## src/rtl/regfile_pkg.sv

```systemverilog
// Shared constants and types for the one-hot register file.
// Optional write-through forwarding in the top: REGFILE32_BYPASS_EN.
package regfile_pkg;
  localparam int NREGS    = 32;
  localparam int AW       = 5;
  localparam int DW_DEF   = 32;
  localparam int REG_ZERO = 0;
  localparam int WRCNT_W  = 16;

  typedef logic [DW_DEF-1:0] data_t;
  typedef logic [NREGS-1:0]  sel_t;
endpackage

```

## src/rtl/regfile32_onehot_onehot_chk.sv

```systemverilog
// Select-vector checker: flags zero/one-hot vs multi-hot and encodes the index.
// Index is only meaningful when the vector is one-hot.
module onehot_chk
  import regfile_pkg::*;
(
  input  sel_t          sel,
  output logic          valid,
  output logic          multi,
  output logic [AW-1:0] idx
);

  // x & (x-1) clears the lowest set bit; anything left means 2+ bits
  always_comb begin
    multi = |(sel & (sel - sel_t'(1)));
    valid = !multi;
  end

  always_comb begin
    idx = '0;
    for (int i = 0; i < NREGS; i++) begin
      if (sel[i]) idx = idx | AW'(i);
    end
  end

endmodule

```

## src/rtl/regfile32_onehot.sv

```systemverilog
// 32 x DW register file driven by a one-hot write select, two async reads.
// Define REGFILE32_BYPASS_EN for same-cycle write-through forwarding.
module regfile32_onehot
  import regfile_pkg::*;
#(
  parameter int DW    = DW_DEF,
  parameter int NREGS = 32
) (
  input  logic               clk,
  input  logic               rst,
  input  logic [NREGS-1:0]   we_sel,
  input  logic [DW-1:0]      wd,
  input  logic [AW-1:0]      ra1,
  input  logic [AW-1:0]      ra2,
  output logic [DW-1:0]      rd1,
  output logic [DW-1:0]      rd2,
  output logic               sel_err,
  output logic [WRCNT_W-1:0] wr_cnt
);

  logic [DW-1:0]      regs_q [NREGS];
  logic [DW-1:0]      regs_d [NREGS];
  logic               sel_err_q, sel_err_d;
  logic [WRCNT_W-1:0] wr_cnt_q, wr_cnt_d;

  logic          valid;
  logic          multi;
  logic [AW-1:0] idx;
  logic          commit;

  onehot_chk u_chk (
    .sel   (we_sel),
    .valid (valid),
    .multi (multi),
    .idx   (idx)
  );

  assign commit = valid && (idx != AW'(REG_ZERO));

  always_comb begin
    regs_d    = regs_q;
    sel_err_d = sel_err_q;
    wr_cnt_d  = wr_cnt_q;
    if (rst) begin
      for (int i = 0; i < NREGS; i++) regs_d[i] = '0;
      sel_err_d = 1'b0;
      wr_cnt_d  = '0;
    end else begin
      if (multi) sel_err_d = 1'b1;
      if (commit) begin
        regs_d[idx] = wd;
        wr_cnt_d    = wr_cnt_q + 1'b1;
      end
    end
    regs_d[REG_ZERO] = '0;
  end

  always_ff @(posedge clk) begin
    regs_q    <= regs_d;
    sel_err_q <= sel_err_d;
    wr_cnt_q  <= wr_cnt_d;
  end

  always_comb begin
    rd1 = regs_q[ra1];
    rd2 = regs_q[ra2];
`ifdef REGFILE32_BYPASS_EN
    if (!rst && commit && ra1 == idx) rd1 = wd;
    if (!rst && commit && ra2 == idx) rd2 = wd;
`endif
    if (ra1 == AW'(REG_ZERO)) rd1 = '0;
    if (ra2 == AW'(REG_ZERO)) rd2 = '0;
  end

  assign sel_err = sel_err_q;
  assign wr_cnt  = wr_cnt_q;

endmodule

```

## config.mk

```make
export PLATFORM = sky130hd
export DESIGN_NAME = regfile32_onehot
export DESIGN_NICKNAME = d
export VERILOG_FILES = /design/src/rtl/regfile_pkg.sv /design/src/rtl/regfile32_onehot_onehot_chk.sv /design/src/rtl/regfile32_onehot.sv
export SDC_FILE = /design/constraint.sdc
export NUM_CORES = 2
export LEC_CHECK = 0
export BUFFER_PORTS_ARGS = -buffer_cell sky130_fd_sc_hd__buf_2
export CAP_MARGIN = 20
export CORE_ASPECT_RATIO = 1.25
export CORE_UTILIZATION = 30
export DETAILED_ROUTE_END_ITERATION = 6
export PLACE_DENSITY_LB_ADDON = 0.3
export SLEW_MARGIN = 20
export SYNTH_ARGS = -nofsm -noshare
export SYNTH_HDL_FRONTEND = slang
export SYNTH_SLANG_ARGS = --single-unit
```

## constraint.sdc

```tcl
create_clock -name clk -period 8.8 [get_ports clk]
set_clock_uncertainty 0.1 [all_clocks]
set_input_delay 1.76 -clock clk [delete_from_list [all_inputs] [get_ports clk]]
set_output_delay 1.76 -clock clk [all_outputs]
set_load 0.05 [all_outputs]
```

==> insert_results.sql <==
INSERT INTO impl_metrics (metric_group, metric, value, unit) VALUES
('worst_setup_path', 'worstSetupPathType', 'input pin to primary output', ''),
('layout', 'multi_input_area', '33000', 'um2'),
('layout', 'nNetsFinal', '4612', ''),
('worst_setup_path', 'path_cells', 'buf_4 -> inv_2 -> nand2_1 -> buf_4 -> o21ai_0 -> a21oi_1 -> a22oi_1 -> a31oi_1 -> buf_2', ''),
('timing', 'grt_setup_unrepaired', 'no', ''),
('timing', 'fin_crit', '7.10', 'ns'),
('yosys', 'synthesis.yosys.warnings', '0', ''),
('yosys', 'post_synth_most_frequent_cells', '1,045 x mux2i_1, 1,009 x dfxtp_1, 961 x nand2b_1', ''),
('drt', 'drt.antenna.violating_nets', '0', ''),
('layout', 'layout.cell_area.non_filler', '61600', 'um2'),
('clock_network', 'cts-buffers-inserted', '107', ''),
('yosys', 'synthArstFlopShare', '0', '%'),
('clock_network', 'number_of_gates_given_a_new_drive_strength_after_cts', '0', ''),
('drt', 'routed-via-count', '38200', ''),
('timing', 'timing.final.setup_violations', '0', ''),
('yosys', 'post-synth-top-count-cell', 'mux2i_1', ''),
('yosys', 'synth_area_per_cell', '11.8', 'um2'),
('clock_network', 'clock_slew_at_the_register_clock_pins_of_the_worst_setup_and_hold_paths', '0.06', 'ns'),
('worst_setup_path', 'number_of_logic_stages_on_the_critical_path_including_buffering', '9', ''),
('yosys', 'ys_ff_latch', '1009', ''),
('grt', 'first_global_vias', '38500', ''),
('floorplan', 'boundaryPins', '157', ''),
('drt', 'routedWlPerCell', '27.0', 'um'),
('yosys', 'ys_dominant_reg_cell', 'dfxtp_1', ''),
('place', 'place_area', '57900', 'um2'),
('drt', 'route.detailed.vias_per_inst', '5.44', ''),
('worst_setup_path', 'crit_startpoint', 'ra2[2]', ''),
('worst_setup_path', 'rr_endpoint', 'wr_cnt[14]', ''),
('worst_setup_path', 'ff2ff_setup_slack', '6.67', 'ns'),
('floorplan', 'core.rowCount', '175', ''),
('power', 'vdd_drop_max', '0.000178', 'V'),
('timing', 'max-slew-margin-rel', '20.8', '%'),
('timing', 'finalMaxSlewViolations', '0', ''),
('drt', 'routed_wirelength', '189', 'mm'),
('place', 'io_buffer_count', '156', ''),
('worst_setup_path', 'cpMostUsedCell', 'buf_4', ''),
('yosys', 'post_synth_num_cell_types', '57', ''),
('floorplan', 'floorplan.initialDensity', '30.3', '%'),
('clock_network', 'clock_sinks', '1009', ''),
('yosys', 'ys_top_cells_by_area', 'dfxtp_1 37%, mux4_2 21%, mux2i_1 19%', ''),
('layout', 'drive_above_1_share', '24.7', '%'),
('timing', 'finalHoldViolCount', '0', ''),
('place', 'gp_congestion', '0.800', ''),
('clock_network', 'cts.repair_timing.setup_buffer_count', '0', ''),
('worst_setup_path', 'worst-path-buf-inv', '4', ''),
('timing', 'final_min_period_over_clock_period', '80.7', '%'),
('worst_hold_path', 'min-delay-start', 'regs_q[267]', ''),
('yosys', 'netlist_instances', '4690', ''),
('layout', 'fin_util', '33.7', '%'),
('clock_network', 'cts.htree.levels', '3', ''),
('worst_setup_path', 'critical_path_slowest_stage_cell', 'a31oi_1', ''),
('worst_setup_path', 'worst_path_dominant_cell_family', 'buffers and inverters', ''),
('yosys', 'netlist.area_leader.share', '36.5', '%'),
('worst_setup_path', 'setup.worst_path.end', 'rd2[10]', ''),
('worst_setup_path', 'startpoint_type', 'input pin', ''),
('power', 'power-per-cell-area', '163', 'nW/um2'),
('drt', 'drt_first_pass_iters', '5', ''),
('run_status', 'status', 'complete, no violations', ''),
('floorplan', 'chipWidth', '386', 'um'),
('worst_setup_path', 'crit-reg2reg-launch', 'wr_cnt[0]', ''),
('floorplan', 'die_area', '186000', 'um2'),
('clock_network', 'insertion_delay', '0.71', 'ns'),
('layout', 'fillerInstances', '18100', ''),
('worst_setup_path', 'timing.reg2reg.worst_path_depth', '6', ''),
('place', 'place.detailed.hpwl', '106', 'mm'),
('yosys', 'syn-num-nets', '4767', ''),
('grt', 'grt.total_usage', '20.0', '%'),
('floorplan', 'chipHeight', '482', 'um'),
('timing', 'timing_worst_slew_pin_value', '1.19', 'ns'),
('yosys', 'syn-cell-area', '55300', 'um2'),
('worst_setup_path', 'cp_data_required_time', '6.94', 'ns');
layout by cell type (no fill, tap or decap), types with 5 or more instances in the layout:
| master | instances |
|---|---|
| nand2b_1 | 931 |
| buf_12 | 13 |
| mux2_2 | 131 |
| buf_4 | 79 |
| nor2_1 | 110 |
| a31oi_1 | 9 |
| a21oi_1 | 31 |
| o31ai_1 | 6 |
| bufinv_16 | 8 |
| and3_1 | 8 |
| inv_1 | 5 |
| dfxtp_1 | 1009 |
| buf_8 | 7 |
| o21ai_0 | 37 |
| nor2b_1 | 15 |
| mux2i_1 | 1045 |
| nor4_1 | 25 |
| a22oi_1 | 9 |
| clkinv_2 | 19 |
| nand2b_2 | 30 |
| a221oi_1 | 14 |
| nand2_1 | 42 |
| or2_2 | 6 |
| or4_4 | 15 |
| nand3_1 | 14 |
| buf_2 | 146 |
| clkbuf_8 | 27 |
| a22o_1 | 51 |
| o2111ai_1 | 8 |
| diode_2 | 5 |
| mux4_2 | 526 |
| clkbuf_16 | 110 |
| clkbuf_1 | 25 |
| nand4_1 | 27 |
| o22ai_1 | 7 |
| or4_1 | 6 |
state kept, by name, summed over array words and instances, names as in the netlist:
signal and flops:
regs_q 992, sel_err 1, wr_cnt 16
per-layer routing:
metal	GRT usage [%]	routed length, um	share of wire, %	up-vias
met5	0	80	0.042	-
met4	5.86	5070	2.7	12
met3	3.73	12500	6.6	261
met2	32.3	88100	47	1175
met1	27.2	83500	44	19900
li1	-	-	-	16800
tightest hold or removal path: stages, from the launching register on:
cell and delay (ns):
dfxtp_1 0.32, nand2b_1 0.06, mux2i_1 0.06
per-stage QoR:
stage / hold WS (ns) / total power [mW]
5_1_grt: 0.398 / 10.3
2_1_floorplan: 0.355 / 5.13
3_5_place_dp: 0.374 / 5.35
3_3_place_gp: 0.367 / 5.35
6_report: 0.386 / 10.0
4_1_cts: 0.389 / 10.1
kinds of logic (layout without fill, tap and decap cells):
logic type / count (synthesis) / in the layout / synth area share (%)
compound gates: 205 / 205 / 2.69
other cells: 0 / 5 / 0
simple gates: 1256 / 1256 / 13.6
mux: 1702 / 1702 / 43.0
flops: 1009 / 1009 / 36.5
buf+inv: 516 / 448 / 4.19
fa+ha+maj: 2 / 2 / 0.0407
final cells by class:
cell class,instances,share of cell area [%]
multi-input cells,3165,53.6
flip-flops and latches,1009,32.8
clock buffers,162,5.23
well taps,2389,4.85
repair buffers,246,2.76
clock inverters,34,0.689
inverters,6,0.0366
diodes,5,0.0203
report_power, final:
group	leakage, nW	internal (mW)	total, mW	switching (mW)
registers	8.12	4.57	4.57	0.000120
clock network	1.80	2.75	4.77	2.02
logic	17.4	0.239	0.686	0.447
worst min path at each step:
stage,cells after the start,slack [ns],end
6_report,2,0.39,regs_q[267]
4_1_cts,2,0.39,regs_q[313]
3_5_place_dp,2,0.37,regs_q[307]
2_1_floorplan,2,0.35,regs_q[896]
3_3_place_gp,2,0.37,regs_q[904]
5_1_grt,2,0.40,regs_q[689]
Power figures use the tool's default switching activity.
